### src/rtl/mrv32_pkg.sv
//==============================================================================
// Module      : mrv32_pkg
// Description : Shared bus constants, timer register map and byte-strobe merge.
// Revision    : 1.0 - initial release
//==============================================================================
`default_nettype none

package mrv32_pkg;

    localparam int ADDR_WIDTH  = 32;
    localparam int WSTRB_WIDTH = 4;
    localparam logic [WSTRB_WIDTH-1:0] WSTRB_NONE = 4'b0000;

    typedef logic [4:0] tmr_off_t;

    localparam tmr_off_t TMR_MTIME_LO    = 5'h00;
    localparam tmr_off_t TMR_MTIME_HI    = 5'h04;
    localparam tmr_off_t TMR_MTIMECMP_LO = 5'h08;
    localparam tmr_off_t TMR_MTIMECMP_HI = 5'h0C;
    localparam tmr_off_t TMR_CTRL        = 5'h10;
    localparam tmr_off_t TMR_PRESCALE    = 5'h14;

    localparam int CTRL_EN_BIT     = 0;
    localparam int CTRL_IRQ_EN_BIT = 1;

    localparam logic [63:0] TMR_MTIMECMP_RST = 64'hFFFF_FFFF_FFFF_FFFF;

    // Replace only the byte lanes whose strobe bit is set.
    function automatic logic [31:0] merge_bytes(
        input logic [31:0]            old_val,
        input logic [31:0]            wr_val,
        input logic [WSTRB_WIDTH-1:0] strb
    );
        logic [31:0] res;
        res = old_val;
        for (int i = 0; i < WSTRB_WIDTH; i++) begin
            if (strb[i]) begin
                res[8*i +: 8] = wr_val[8*i +: 8];
            end
        end
        return res;
    endfunction

endpackage

`default_nettype wire

### src/rtl/mrv32_rsp_pipe.sv
//==============================================================================
// Module      : mrv32_rsp_pipe
// Description : Fixed-depth valid/data delay line for read responses.
// Revision    : 1.0 - initial release
//==============================================================================
`default_nettype none

module mrv32_rsp_pipe #(
    parameter int DEPTH = 1,
    parameter int WIDTH = 32
) (
    input  logic             clk,
    input  logic             rst_n,
    input  logic             in_valid,
    input  logic [WIDTH-1:0] in_data,
    output logic             out_valid,
    output logic [WIDTH-1:0] out_data
);

    logic [DEPTH-1:0]            vld_q, vld_d;
    logic [DEPTH-1:0][WIDTH-1:0] dat_q, dat_d;
    logic [WIDTH-1:0]            stage_in;

    // Data is zeroed on idle cycles so the output reads 0 whenever valid is low.
    assign stage_in = in_valid ? in_data : '0;

    generate
        if (DEPTH == 1) begin : g_single
            always_comb begin
                vld_d = in_valid;
                dat_d = stage_in;
            end
        end else begin : g_multi
            always_comb begin
                vld_d = {vld_q[DEPTH-2:0], in_valid};
                dat_d = {dat_q[DEPTH-2:0], stage_in};
            end
        end
    endgenerate

    always_ff @(posedge clk or negedge rst_n) begin
        if (!rst_n) begin
            vld_q <= '0;
            dat_q <= '0;
        end else begin
            vld_q <= vld_d;
            dat_q <= dat_d;
        end
    end

    assign out_valid = vld_q[DEPTH-1];
    assign out_data  = dat_q[DEPTH-1];

endmodule

`default_nettype wire

### src/rtl/mrv32_mmio_timer.sv
//==============================================================================
// Module      : mrv32_mmio_timer
// Description : Memory-mapped 64-bit machine timer with compare interrupt.
//               Optional prescaler enabled by MRV32_TIMER_PRESCALE_EN.
// Revision    : 1.0 - initial release
//==============================================================================
`default_nettype none

module mrv32_mmio_timer
    import mrv32_pkg::*;
#(
    parameter logic [31:0] BASE_ADDR  = 32'h0001_0000,
    parameter int          RD_LATENCY = 1
) (
    input  logic                   clk,
    input  logic                   rst_n,
    input  logic                   b_valid,
    input  logic [ADDR_WIDTH-1:0]  b_addr,
    input  logic [31:0]            b_wdata,
    input  logic [WSTRB_WIDTH-1:0] b_wstrb,
    output logic [31:0]            b_rdata,
    output logic                   b_rvalid,
    output logic                   timer_irq
);

    logic [63:0] mtime_q, mtime_d, mtime_nxt;
    logic [63:0] mtimecmp_q, mtimecmp_d;
    logic [31:0] shadow_q, shadow_d;
    logic [1:0]  ctrl_q, ctrl_d;
    logic        irq_q, irq_d;

    logic        in_window, rd_en, wr_en, tick;
    tmr_off_t    reg_off;
    logic [31:0] rd_word, ctrl_merged, prescale_rd;
    logic        unused_addr_bits, unused_ctrl_hi;

    assign in_window = (b_addr[ADDR_WIDTH-1:5] == BASE_ADDR[ADDR_WIDTH-1:5]);
    assign reg_off   = {b_addr[4:2], 2'b00};
    assign rd_en     = b_valid && (b_wstrb == WSTRB_NONE);
    assign wr_en     = b_valid && (b_wstrb != WSTRB_NONE) && in_window;

    assign ctrl_merged      = merge_bytes({30'h0, ctrl_q}, b_wdata, b_wstrb);
    assign unused_ctrl_hi   = ^ctrl_merged[31:2];
    assign unused_addr_bits = ^b_addr[1:0];

`ifdef MRV32_TIMER_PRESCALE_EN
    logic [15:0] prescale_q, prescale_d, pcnt_q, pcnt_d;
    logic [31:0] prescale_merged;
    logic        unused_prescale_hi;

    assign prescale_merged    = merge_bytes({16'h0, prescale_q}, b_wdata, b_wstrb);
    assign unused_prescale_hi = ^prescale_merged[31:16];
    assign prescale_rd        = {16'h0, prescale_q};
    assign tick               = ctrl_q[CTRL_EN_BIT] && (pcnt_q == prescale_q);

    always_comb begin
        prescale_d = prescale_q;
        pcnt_d     = pcnt_q;
        if (ctrl_q[CTRL_EN_BIT]) begin
            pcnt_d = tick ? 16'h0 : pcnt_q + 16'h1;
        end
        // Reprogramming the divider restarts the count from zero.
        if (wr_en && (reg_off == TMR_PRESCALE)) begin
            prescale_d = prescale_merged[15:0];
            pcnt_d     = 16'h0;
        end
    end

    always_ff @(posedge clk or negedge rst_n) begin
        if (!rst_n) begin
            prescale_q <= 16'h0;
            pcnt_q     <= 16'h0;
        end else begin
            prescale_q <= prescale_d;
            pcnt_q     <= pcnt_d;
        end
    end
`else
    assign prescale_rd = 32'h0;
    assign tick        = ctrl_q[CTRL_EN_BIT];
`endif

    // Written bytes override the incremented value; unwritten bytes keep counting.
    always_comb begin
        mtime_nxt  = tick ? (mtime_q + 64'd1) : mtime_q;
        mtime_d    = mtime_nxt;
        mtimecmp_d = mtimecmp_q;
        ctrl_d     = ctrl_q;
        shadow_d   = shadow_q;
        if (wr_en) begin
            case (reg_off)
                TMR_MTIME_LO:    mtime_d[31:0]     = merge_bytes(mtime_nxt[31:0], b_wdata, b_wstrb);
                TMR_MTIME_HI:    mtime_d[63:32]    = merge_bytes(mtime_nxt[63:32], b_wdata, b_wstrb);
                TMR_MTIMECMP_LO: mtimecmp_d[31:0]  = merge_bytes(mtimecmp_q[31:0], b_wdata, b_wstrb);
                TMR_MTIMECMP_HI: mtimecmp_d[63:32] = merge_bytes(mtimecmp_q[63:32], b_wdata, b_wstrb);
                TMR_CTRL:        ctrl_d            = ctrl_merged[1:0];
                default:         ;
            endcase
        end
        if (rd_en && in_window && (reg_off == TMR_MTIME_LO)) begin
            shadow_d = mtime_q[63:32];
        end
    end

    always_comb begin
        rd_word = 32'h0;
        if (in_window) begin
            case (reg_off)
                TMR_MTIME_LO:    rd_word = mtime_q[31:0];
                TMR_MTIME_HI:    rd_word = shadow_q;
                TMR_MTIMECMP_LO: rd_word = mtimecmp_q[31:0];
                TMR_MTIMECMP_HI: rd_word = mtimecmp_q[63:32];
                TMR_CTRL:        rd_word = {30'h0, ctrl_q};
                TMR_PRESCALE:    rd_word = prescale_rd;
                default:         rd_word = 32'h0;
            endcase
        end
    end

    assign irq_d = ctrl_q[CTRL_IRQ_EN_BIT] && (mtime_q >= mtimecmp_q);

    always_ff @(posedge clk or negedge rst_n) begin
        if (!rst_n) begin
            mtime_q    <= 64'h0;
            mtimecmp_q <= TMR_MTIMECMP_RST;
            shadow_q   <= 32'h0;
            ctrl_q     <= 2'b00;
            irq_q      <= 1'b0;
        end else begin
            mtime_q    <= mtime_d;
            mtimecmp_q <= mtimecmp_d;
            shadow_q   <= shadow_d;
            ctrl_q     <= ctrl_d;
            irq_q      <= irq_d;
        end
    end

    assign timer_irq = irq_q;

    mrv32_rsp_pipe #(
        .DEPTH (RD_LATENCY),
        .WIDTH (32)
    ) u_rsp_pipe (
        .clk       (clk),
        .rst_n     (rst_n),
        .in_valid  (rd_en),
        .in_data   (rd_word),
        .out_valid (b_rvalid),
        .out_data  (b_rdata)
    );

endmodule

`default_nettype wire

### config.mk
export PLATFORM = sky130hd
export DESIGN_NAME = mrv32_mmio_timer
export DESIGN_NICKNAME = d
export VERILOG_FILES = /design/src/rtl/mrv32_pkg.sv /design/src/rtl/mrv32_rsp_pipe.sv /design/src/rtl/mrv32_mmio_timer.sv
export SDC_FILE = /design/constraint.sdc
export NUM_CORES = 1
export LEC_CHECK = 0
export BUFFER_PORTS_ARGS = -buffer_cell sky130_fd_sc_hd__buf_2
export CAP_MARGIN = 10
export CORE_ASPECT_RATIO = 0.5
export CORE_UTILIZATION = 25
export DETAILED_ROUTE_END_ITERATION = 16
export GPL_ROUTABILITY_DRIVEN = 0
export SYNTH_ARGS = -nofsm -noshare
export SYNTH_HDL_FRONTEND = slang
export SYNTH_SLANG_ARGS = --single-unit
### constraint.sdc
create_clock -name clk -period 5.6 [get_ports clk]
set_clock_uncertainty 0.1 [all_clocks]
set_input_delay 0.84 -clock clk [delete_from_list [all_inputs] [get_ports clk]]
set_output_delay 0.84 -clock clk [all_outputs]
set_load 0.005 [all_outputs]
# Word level (Yosys, flattened, before mapping)
# Index checks and enable logic that the tools add are counted.
[word_totals] regBits=196 in_bits=71 output_inout_bits=34
[op_classes] addsub=1 order_cmp=1 eq_ne=5 muxes=15 reduce_logical=18
[op_table] op="one-hot mux 32 bit (5 select lines)" n=1
[op_table] op="2-to-1 mux 32 bit" n=4
[op_table] op="2-to-1 mux 64 bit" n=2
[op_table] op="adder 64 x 1 -> 64 bit, second input constant" n=1
[op_table] op=">= comparator 64 bit" n=1
[op_table] op="2-to-1 mux 8 bit" n=8
[op_table] op="equality test 27 x 12 -> 1 bit, second input constant" n=1
[op_table] op="AND reduction 3 bit" n=9
[op_table] op="equality test 3 x 2 -> 1 bit, second input constant" n=2
[op_table] op="logical AND 1 bit" n=6
[op_table] op="logical NOT 5 bit" n=1
[op_table] op="logical NOT 4 bit" n=1
[op_table] op="nonzero test 4 bit" n=1
[op_table] op="equality test 3 x 1 -> 1 bit, second input constant" n=1
[op_table] op="equality test 3 bit, second input constant" n=1

# Logic depth before layout (Yosys ltp)
# Gate-level depths: netlist of run 1.
[logic_depth] ltp_word=5 depth_mapped=9

# By module
# A second synthesis of run 1 with hierarchy kept.
[hier_totals] hier_cells=1060 hier_area_um2=10955.5
[by_module_without_submodules] mod="mrv32_mmio_timer" instances=1 cells_per_inst=992 area_per_inst_um2=9874.5
[by_module_without_submodules] mod="mrv32_rsp_pipe" instances=1 cells_per_inst=68 area_per_inst_um2=1081.0

# Least setup slack after synthesis of run 1
# Ideal clock, no wire load.
[synth_path] path_type="input to register" start="in b_addr[6]" end="reg mtimecmp_q[0]" setup_ns=0.082 t_arrival_ns=2.435 required_time_ns=5.418 path_slack_ns=2.982 stages=7 path_cell_list="nor4b_1 -> nand4_1 -> nor2_1 -> buf_2 -> nand2_1 -> nor2_1 -> mux2_2"
[synth_between] elab_chain_len=3
[synth_rtl] item="start, declared" line_no="mrv32_mmio_timer.sv:18" rtl="input logic [ADDR_WIDTH-1:0] b_addr,"
[synth_rtl] item="equality test 27 x 12 -> 1 bit" line_no="mrv32_mmio_timer.sv:37" rtl="assign in_window = (b_addr[ADDR_WIDTH-1:5] == BASE_ADDR[ADDR_WIDTH-1:5]);"
[synth_rtl] item="logical AND 1 bit" line_no="mrv32_mmio_timer.sv:40" rtl="assign wr_en = b_valid && (b_wstrb != WSTRB_NONE) && in_window;"
[synth_rtl] item="AND reduction 3 bit (no source line)"
[synth_rtl] item="end signal, assigned" line_no="mrv32_mmio_timer.sv:131" rtl="mtimecmp_q <= mtimecmp_d;"
[synth_rtl] item="end, declared" line_no="mrv32_mmio_timer.sv:27" rtl="logic [63:0] mtimecmp_q, mtimecmp_d;"
# No other way between the ends.
# A chain may end at the register's enable or synchronous reset.

# Worst setup path after layout of run 1
[layout_path] start="reg ctrl_q[0]" end="reg mtime_q[61]"
[layout_between] elab_chain_len=4
[layout_rtl] item="start, declared" line_no="mrv32_mmio_timer.sv:29" rtl="logic [1:0] ctrl_q, ctrl_d;"
[layout_rtl] item="start signal, assigned" line_no="mrv32_mmio_timer.sv:133" rtl="ctrl_q <= ctrl_d;"
[layout_rtl] item="2-to-1 mux 64 bit *" line_no="mrv32_mmio_timer.sv:85" rtl="mtime_nxt = tick ? (mtime_q + 64'd1) : mtime_q;"
[layout_rtl] item="2-to-1 mux 8 bit" line_no="mrv32_pkg.sv:37" rtl="if (strb[i]) begin"
[layout_rtl] item="2-to-1 mux 32 bit" line_no="mrv32_mmio_timer.sv:91" rtl="case (reg_off)"
[layout_rtl] item="2-to-1 mux 64 bit *" line_no="mrv32_mmio_timer.sv:90" rtl="if (wr_en) begin"
[layout_rtl] item="net mtime_d[61]" line_no="mrv32_mmio_timer.sv:26" rtl="logic [63:0] mtime_q, mtime_d, mtime_nxt;"
[layout_rtl] item="end signal, assigned" line_no="mrv32_mmio_timer.sv:130" rtl="mtime_q <= mtime_d;"
[layout_rtl] item="end, declared" line_no="mrv32_mmio_timer.sv:26"
# Mark *: on every way through the listed nets, which the timed path passes. The rest lies on a longest branch.

==> out/results.tsv, run 1 <==
stage	metric	value	unit
run_status	status	completed	
timing	maxSlewHeadroom	10.5	%
cts	cts-root-buf	clkbuf_16	
floorplan	std_cell_rows	53	
timing	final_hold_viol_count	0	
critical_path	cp_max_fo	8	
critical_path	worstSetupPathType	flop to flop	
grt	grtUsageMet3	1.96	%
finish	syn_to_final_growth	15.9	%
power	pwr_density_cell	221	mW/mm^2
cts	cts_hold_buf	0	
yosys	synth_area_per_cell	10.3	um^2
cts	cts_tree	yes	
cts	cts_sinks	196	
critical_path	critPathLaunch	ctrl_q[0]	
finish	final_cell_mix	132 x dfrtp_1, 107 x nand2_1, 101 x buf_2	
critical_path	start_kind	flop	
timing	finalWorstSetupSlack	2.58	ns
yosys	synth_xor_area_share	5.07	%
power	swShare	24.3	%
finish	multiInputGateArea	0.00526	mm^2
finish	design_area	0.0124	mm^2
grt	grt.busiest_layer	met2	
yosys	synthAdderAreaFrac	7.59	%
cts	numCtsBuffers	17	
yosys	netlist_instances	1042	
timing	rsz0062_at_grt	no	
finish	mostFrequentLayoutCell	dfrtp_1	
finish	seq_area	0.00498	mm^2
placement	port_buffers	102	
grt	grt_pass1_wl	45700	um
yosys	synth_flop_cell	dfrtp_1	
drt	routed-via-count	8105	
cts	htreeDepth	4	
timing	final-setup-viol-count	0	
cts	post_cts_buffers	0	
grt	track_usage	13.6	%
yosys	synth-edff-count	0	
timing	tns	0	ns
grt	grt_use_met1	18.8	%
drt	firstDrtPassIters	5	
floorplan	core-area	0.0421	mm^2
finish	nNetsFinal	1260	
yosys	synth-compound-area-share	11.6	%
yosys	syn_nets	1178	
cts	clkTransAtPathRegs	0.08	ns
yosys	synthTopCellsByArea	dfrtp_1 31%, dfstp_2 16%, mux2_2 10%	
critical_path	crit_top_cell	nand4_1	
yosys	synthArstFlopShare	100	%
critical_path	path_cells	and4_1, nand4_1, nor4_4, nand4_1, or3_1, a31oi_1	
timing	fin_crit_sh	54.0	%
critical_path	end_kind	flop	
power	switchingPower	0.000665	W
yosys	yosys.area_share.simple	14.0	%
power	report.power.total	0.00274	W
critical_path	worst_path_max_delay_cell	nor4_4	
cts	cts_resized	0	
power	peakVddDrop	206	uV
power	p_leak	4.94	nW
drt	routedWlPerCell	17.0	um
yosys	synth_area_leader_cell	dfrtp_1	
drt	drt_iter0_drc	562	
power	p_seq_share	51.7	%
placement	place_hpwl	20700	um
drt	drc	0	
grt	antenna_found_initial	1	
drt	drt_wl_total	29200	um
yosys	yosys-mux-area-fraction	10.7	%
finish	drive_gt1_share	27.9	%
yosys	yosysSeqAreaShare	46.5	%
timing	layout_min_cycle_time	3.02	ns
finish	fill_cells	4392	
floorplan	num_io_pins	105	
yosys	synth_cell_types	46	
placement	place_ws	2.37	ns
critical_path	r2r-start	ctrl_q[0]	
yosys	ys_ff_latch	196	
timing	final_max_slew_viol_count	0	
power	combPwrFrac	3.9	%
cts	clk_latency	0.45	ns
timing	fmax	331	MHz
critical_path	cp.arrival	3.28	ns
floorplan	die_w	295	um
critical_path	required	5.85	ns
power	p_int	0.00208	W
critical_path	reg2reg_depth	6	
timing	worst_pin_slew	1.33	ns
floorplan	dieArea	0.0437	mm^2
placement	placedInstanceArea	0.0118	mm^2
yosys	synth_area	0.0107	mm^2
grt	grt_pass1_vias	7974	
critical_path	max_stage_delay	0.68	ns
floorplan	initial_utilization	25.4	%
min_path	min_path_type	input pin to asynchronous set/reset pin	
yosys	yosysWarnings	0	
job	cap_violations	0	
cts	clockBufferDepth	2	
yosys	synth_top_family_by_area	simple AND/OR/NAND/NOR gates	
grt	grt_use_met2	21.9	%
drt	drtAntennaViolNets	0	
floorplan	die_h	148	um
power	clkPwrFrac	44.4	%
grt	grt_max_degree	123	
grt	overflow	0	
drt	routed_via_density	4.72	
yosys	yosysTopAreaCellShare	30.8	%
path summary, 6_finish.rpt:
check                                           to  slack [ns]
min in group clk                       shadow_q[7]        0.40
hold reg to reg                        shadow_q[7]        0.40
setup / recovery                       mtime_q[61]        2.58
hold / removal             u_rsp_pipe.out_data[18]        0.29
setup reg to reg                       mtime_q[61]        2.58
max in group asynchronous              mtime_q[41]        3.99
worst max-delay path, delay by kind of cell (launching register included):
family	cells	cell delay, ns
simple gates	5	2.16
flops	1	0.50
compound gates	1	0.17
Yosys cell counts (2+ instances only):
cell type	n
o21ai_1	7
nand2b_1	2
ha_1	65
nand3_1	28
xnor2_1	33
or3_1	2
nor3_1	8
and2_1	7
inv_1	74
a22oi_1	62
a31oi_1	4
nor4_2	3
nand4_1	27
clkbuf_1	37
a221oi_1	4
mux2_2	97
a21oi_1	60
o211ai_1	5
nor2_1	42
and4_1	7
and3_1	25
buf_2	6
nand2_1	107
dfrtp_1	132
mux2i_1	2
buf_6	2
nor4b_1	2
nand4b_1	2
o21ai_0	60
nor3_2	5
nor4_1	14
dfstp_2	64
xor2_1	29
a211oi_1	4
nor2b_1	3
flip-flops by register name, summed over array words and instances (netlist names):
name	cells
u_rsp_pipe.out_data	32
mtime_q	64
timer_irq	1
u_rsp_pipe.out_valid	1
shadow_q	32
mtimecmp_q	64
ctrl_q	2
area by class of cell:
| class | count | area share (%) |
|---|---|---|
| Clock buffer | 19 | 3.49 |
| Tap cell | 577 | 5.82 |
| Clock inverter | 13 | 1.15 |
| Sequential cell | 196 | 40.2 |
| Multi-Input combinational cell | 726 | 42.4 |
| Antenna cell | 2 | 0.0403 |
| Inverter | 74 | 2.24 |
| Timing Repair Buffer | 109 | 4.71 |
logic make-up (layout without fill, tap and decap cells):
group	Yosys count	in the layout
mux	101	101
xor+xnor	62	62
simple gates	290	290
fa+ha+maj	65	65
buf+inv	120	215
other cells	0	2
flops	196	196
compound gates	208	208
through the flow:
stage          instances  util (%)  hold WS, ns
5_1_grt             1715      29.5        0.352
4_1_cts             1714      29.5        0.335
6_report            1716      29.5        0.294
3_5_place_dp        1682      28.1        0.384
2_1_floorplan       1042         -        0.359
3_3_place_gp        1682      28.1        0.384
power by group through the flow:
stage          Clock, W  Sequential [W]  Combinational (W)
2_1_floorplan         0         0.00144          0.0000236
6_report        0.00122         0.00142           0.000106
3_3_place_gp          0         0.00144           0.000108
4_1_cts         0.00124         0.00142           0.000108
5_1_grt         0.00130         0.00142           0.000117
3_5_place_dp          0         0.00144           0.000108
routing by layer:
layer | vias up | wire, um
met4 | 0 | 560
met3 | 31 | 1230
met5 | - | 0
li1 | 3881 | -
met1 | 4001 | 13900
met2 | 192 | 13500
No activity file was read; power rests on OpenSTA's default activity.
==> run 2: changes to the inputs <==
Clock period 5.6 ns to 2.6 ns, I/O delays scaled along.
==> out/results.tsv, run 2 (same netlist as run 1, synthesis figures left out) <==
stage	metric	value	unit	change
critical_path	worstSetupPathType	flop to flop		
placement	port_buffers	102		unchanged
floorplan	initial_utilization	25.4	%	unchanged
power	report.power.total	0.00619	W	+130%
cts	numCtsBuffers	17		unchanged
critical_path	cp_max_fo	4		-4
timing	finalWorstSetupSlack	0.122	ns	-2.45 ns
grt	antenna_found_initial	2		+1
drt	routedWlPerCell	16.9	um	-0.54%
floorplan	die_h	148	um	unchanged
critical_path	end_kind	flop		
floorplan	dieArea	0.0437	mm^2	unchanged
placement	place_hpwl	22100	um	+6.8%
finish	fin_util	30.9	%	+1.5 points
cts	cts_sinks	196		unchanged
grt	track_usage	14.3	%	+0.72 points
drt	drt_iter0_drc	601		+6.9%
timing	maxSlewHeadroom	64.0	%	+53 points
power	p_leak	5.31	nW	+7.5%
timing	final_max_slew_viol_count	0		unchanged
power	pwr_density_cell	475	mW/mm^2	+120%
power	clkPwrFrac	46.7	%	+2.3 points
critical_path	start_kind	flop		
critical_path	required	2.86	ns	-2.99 ns
timing	tns	0	ns	unchanged
timing	hold_slack	0.114	ns	-0.180 ns
drt	drt_wl_total	30100	um	+3.2%
floorplan	std_cell_rows	53		unchanged
finish	final_cell_mix	132 x dfrtp_1, 107 x nand2_1, 101 x buf_2		
timing	worst_pin_slew	0.540	ns	-0.795 ns
power	p_seq_share	49.3	%	-2.4 points
timing	layout_min_cycle_time	2.48	ns	-0.546 ns
timing	final-setup-viol-count	0		unchanged
grt	overflow	0		unchanged
drt	routed_via_density	4.69		-0.63%
finish	drive_gt1_share	31.6	%	+3.7 points
cts	cts_tree	yes		
power	switchingPower	0.00136	W	+100%
grt	grt_pass1_wl	48300	um	+5.6%
finish	nNetsFinal	1325		+5.2%
drt	drc	0		unchanged
cts	cts_resized	0		unchanged
cts	post_cts_buffers	0		unchanged
grt	grt_pass1_vias	8528		+6.9%
finish	syn_to_final_growth	21.6	%	
min_path	min_path_type	input pin to flop		
critical_path	cp.arrival	2.74	ns	-0.54 ns
floorplan	core-area	0.0421	mm^2	unchanged
grt	grt_max_degree	61		-50%
placement	place_ws	0.131	ns	-2.24 ns
power	swShare	22.0	%	-2.3 points
cts	clockBufferDepth	2		unchanged
drt	routed-via-count	8354		+3.1%
power	combPwrFrac	4.0	%	about the same
cts	clkTransAtPathRegs	0.07	ns	about the same
cts	htreeDepth	4		unchanged
drt	drtAntennaViolNets	0		unchanged
timing	fin_crit_sh	95.3	%	+41 points
floorplan	num_io_pins	105		unchanged
cts	cts-root-buf	clkbuf_16		
timing	fmax	404	MHz	+22%
run_status	status	completed		
job	cap_violations	0		unchanged
drt	firstDrtPassIters	8		+3
finish	fill_cells	4382		-0.23%
floorplan	die_w	295	um	unchanged
timing	rsz0062_at_grt	no		
power	peakVddDrop	434	uV	+110%
power	p_int	0.00483	W	+130%
finish	top_regs	mtime_q: 64 flops, mtimecmp_q: 64 flops		
cts	clk_latency	0.44	ns	about the same
finish	mostFrequentLayoutCell	dfrtp_1		
timing	final_hold_viol_count	0		unchanged
## run 2: cell count changes in the layout (fill, tap and decap cells not counted), moves of 2 or more
cell,change
clkinv_4,-2
clkbuf_8,+3
buf_12,+5
bufinv_16,+3
buf_4,+59
inv_8,-2
## run 2: through the flow
| stage | instances | instance area [um^2] |
|---|---|---|
| 2_1_floorplan | 1042 | 10700 |
| 3_3_place_gp | 1746 | 12400 |
| 3_5_place_dp | 1746 | 12400 |
| 4_1_cts | 1779 | 13000 |
| 5_1_grt | 1780 | 13000 |
| 6_report | 1780 | 13000 |
## run 2: repair_timing
item / in CTS / in global routing
endpoints found under the hold margin: 39 / 0
setup endpoints to repair: 0 / 2
hold buffers: 1 / 0
## run 2: area by class of cell
| type | instances | area, um^2 | share of cell area [%] |
|---|---|---|---|
| flip-flops and latches | 196 | 4980 | 38.3 |
| well taps | 577 | 722 | 5.54 |
| diodes | 1 | 2.50 | 0.0192 |
| multi-input cells | 726 | 5260 | 40.4 |
| inverters | 74 | 278 | 2.13 |
| repair buffers | 174 | 1140 | 8.73 |
| clock buffers | 22 | 474 | 3.64 |
| clock inverters | 10 | 168 | 1.29 |
## run 2: path summary, 6_finish.rpt
kind                                      endpoint  depth (start not counted)        start  slack, ns
min reg2reg                            shadow_q[7]                          1  shadow_q[7]       0.41
min in group asynchronous  u_rsp_pipe.out_data[19]                          2        rst_n       0.40
max reg2reg                            mtime_q[61]                          7   mtime_q[0]       0.12
max                                    mtime_q[61]                          7   mtime_q[0]       0.12
min                                    mtime_q[49]                          3  b_wdata[17]       0.11
max in group asynchronous           mtimecmp_q[63]                          3        rst_n       1.21
## run 2: power by group through the flow
stage	sequential, W	clock, W	combinational [W]
5_1_grt	0.00305	0.00305	0.000270
6_report	0.00305	0.00289	0.000245
4_1_cts	0.00305	0.00295	0.000249
2_1_floorplan	0.00311	0	0.0000507
3_5_place_dp	0.00311	0	0.000248
3_3_place_gp	0.00311	0	0.000248
## run 2: worst max-delay path, stage by stage, from the launching register on
cell	delay, ns
dfrtp_1	0.35
buf_4	0.13
and4_1	0.34
nand4_1	0.37
nor4_4	0.28
nand4_1	0.27
or3_1	0.39
a31oi_1	0.16
## run 2: metal layers
layer | global-route usage (%) | routed length (um)
met5 | 0 | 0
met4 | 4.09 | 541
met3 | 2.11 | 1170
met2 | 23.5 | 14200
met1 | 19.5 | 14200
==> run 3: changes to the inputs <==
Settings changed: ABC_AREA from default to 1.
==> out/results.tsv, run 3 <==
stage	metric	value	unit	change
drt	drt_wl_total	39600	um	+31%
drt	firstDrtPassIters	6		-2
floorplan	die_h	157	um	+6.1%
finish	syn_to_final_growth	16.8	%	
grt	grt_pass1_wl	60900	um	+26%
drt	routedWlPerCell	16.8	um	-0.46%
cts	cts_tree	yes		
grt	overflow	0		unchanged
finish	top_regs	mtime_q: 64 flops, mtimecmp_q: 64 flops		
critical_path	start_kind	flop		
grt	grt_use_met1	21.3	%	+1.8 points
critical_path	worstSetupPathType	flop to flop		
yosys	yosysSeqAreaShare	41.3	%	-5.3 points
yosys	yosysTopAreaCellShare	27.4	%	-3.5 points
cts	cts_resized	0		unchanged
timing	tns	0	ns	unchanged
cts	numCtsBuffers	17		unchanged
yosys	yosysWarnings	0		unchanged
floorplan	die_w	313	um	+6.2%
grt	track_usage	16.2	%	+1.9 points
power	report.power.total	0.00594	W	-3.9%
grt	grt_use_met2	27.1	%	+3.5 points
yosys	synthArstFlopShare	100	%	unchanged
finish	multiInputGateArea	0.00611	mm^2	+16%
floorplan	core-area	0.0472	mm^2	+12%
drt	drc	0		unchanged
cts	cts-root-buf	clkbuf_16		
floorplan	dieArea	0.0492	mm^2	+13%
min_path	min_path_type	input pin to flop		
timing	final_max_slew_viol_count	0		unchanged
finish	drive_gt1_share	18.8	%	-13 points
critical_path	cp.arrival	2.66	ns	-0.08 ns
finish	mostFrequentLayoutCell	nand2_1		
grt	grt_pass1_vias	10475		+23%
finish	nNetsFinal	1833		+38%
timing	layout_min_cycle_time	2.43	ns	-0.0504 ns
timing	final-setup-viol-count	0		unchanged
cts	post_cts_buffers	0		unchanged
timing	worst_pin_slew	0.664	ns	+0.124 ns
timing	fin_crit_sh	93.4	%	-1.9 points
yosys	synth-edff-count	0		unchanged
yosys	synthTopCellsByArea	dfrtp_1 27%, dfstp_2 14%, nand2_1 13%		
cts	htreeDepth	4		unchanged
placement	place_ws	0.175	ns	+0.0436 ns
grt	grtUsageMet3	2.61	%	+0.50 points
finish	seq_area	0.00498	mm^2	unchanged
critical_path	cp_max_fo	5		+1
grt	grt.busiest_layer	met2		
timing	hold_slack	0.0888	ns	-0.0254 ns
drt	drtAntennaViolNets	0		unchanged
yosys	netlist_instances	1572		+51%
finish	final_cell_mix	412 x nand2_1, 209 x inv_1, 189 x nor2_1		
yosys	synth_area_per_cell	7.68	um^2	-25%
yosys	synth_area_leader_cell	dfrtp_1		
placement	port_buffers	102		unchanged
floorplan	std_cell_rows	56		+5.7%
timing	rsz0062_at_grt	no		
grt	grt_max_degree	74		+21%
power	p_leak	6.15	nW	+16%
timing	fmax	412	MHz	+2.1%
yosys	ys_ff_latch	196		unchanged
cts	cts_sinks	196		unchanged
yosys	yosysMostFrequentCell	nand2_1		
yosys	synth_area	0.0121	mm^2	+13%
drt	drt_iter0_drc	885		+47%
grt	antenna_found_initial	1		-1
power	pwr_density_cell	422	mW/mm^2	-11%
yosys	synth_flop_cell	dfrtp_1		
critical_path	required	2.83	ns	-0.03 ns
finish	fill_cells	5155		+18%
placement	place_hpwl	30700	um	+39%
drt	routed-via-count	10855		+30%
cts	clockBufferDepth	2		unchanged
timing	maxSlewHeadroom	55.8	%	-8.3 points
yosys	synth_cell_types	48		+4.3%
cts	clkTransAtPathRegs	0.09	ns	+0.02 ns
power	peakVddDrop	363	uV	-16%
job	cap_violations	0		unchanged
timing	finalWorstSetupSlack	0.173	ns	+0.0504 ns
cts	clk_latency	0.45	ns	about the same
critical_path	end_kind	flop		
timing	final_hold_viol_count	0		unchanged
yosys	syn_nets	1708		+45%
yosys	synthTopCellsByCount	412 x nand2_1, 209 x inv_1, 190 x nor2_1		
run_status	status	completed		
floorplan	num_io_pins	105		unchanged
floorplan	initial_utilization	25.6	%	+0.14 points
finish	fin_util	29.9	%	-1.1 points
drt	routed_via_density	4.62		-1.5%
run 3: cell types whose count changed in the layout (fill, tap and decap cells not counted), moves of 34 or more:
cell,previous run,this run
nand3_1,28,62
mux2_2,97,0
nand2_1,107,412
nor2_1,42,189
inv_1,74,209
a22oi_1,62,0
run 3: path summary, 6_finish.rpt:
| kind | startpoint | to | slack, ns | cells after the start |
|---|---|---|---|---|
| max | mtime_q[1] | mtime_q[34] | 0.17 | 10 |
| min | b_wdata[29] | mtime_q[29] | 0.09 | 3 |
| max reg2reg | mtime_q[1] | mtime_q[34] | 0.17 | 10 |
| min reg2reg | mtimecmp_q[45] | mtimecmp_q[45] | 0.38 | 2 |
| max in group asynchronous | rst_n | mtimecmp_q[27] | 1.14 | 3 |
| min in group asynchronous | rst_n | u_rsp_pipe.out_valid | 0.42 | 2 |
run 3: metrics by stage:
stage | cells | area, um^2
after global placement | 2315 | 13500
final | 2349 | 14100
after global routing | 2349 | 14100
after detailed placement | 2315 | 13500
after floorplan | 1572 | 12100
after CTS | 2348 | 14100
run 3: worst max-delay path: stages (launching register included):
cell and delay, ns:
dfrtp_1 0.42, ha_1 0.20, nand2_2 0.09, nor2_4 0.19, nand2_2 0.12, nor2_4 0.19
nand2_1 0.14, nor2_1 0.40, buf_4 0.22, xor2_1 0.15, a21oi_1 0.08
run 3: kinds of logic after synthesis:
family	share of synthesized area (%)
DFF	41.3
AOI/OAI and AO/OA	12.9
and+or+nand+nor	27.6
adders and majority gates	6.73
buffers and inverters	8.21
xor gates and xnor gates	2.90
muxes	0.456
run 3: what timing repair did:
action,in CTS,in global routing
hold endpoints to repair,48,0
setup endpoints to repair,0,0
hold buffers,1,0
run 3: cell type report:
class                   count  share of cell area, %
diodes                      1                 0.0177
clock buffers              19                   3.07
clock inverters            13                  0.843
inverters                 214                   5.70
multi-input cells        1129                   43.3
flip-flops and latches    196                   35.3
well taps                 638                   5.66
repair buffers            139                   6.02
run 3: layer usage:
layer / vias to the layer above / wire, um
li1: 5314 / -
met1: 5115 / 17500
met2: 359 / 18400
met3: 67 / 2500
met4: 0 / 1160
met5: - / 0
run 3: report_power, final:
group	switching (W)	total, W	internal [W]	leakage [nW]
clock network	0.00133	0.00260	0.00127	0.270
registers	0.0000000426	0.00305	0.00305	2.30
logic	0.000222	0.000296	0.0000738	3.59
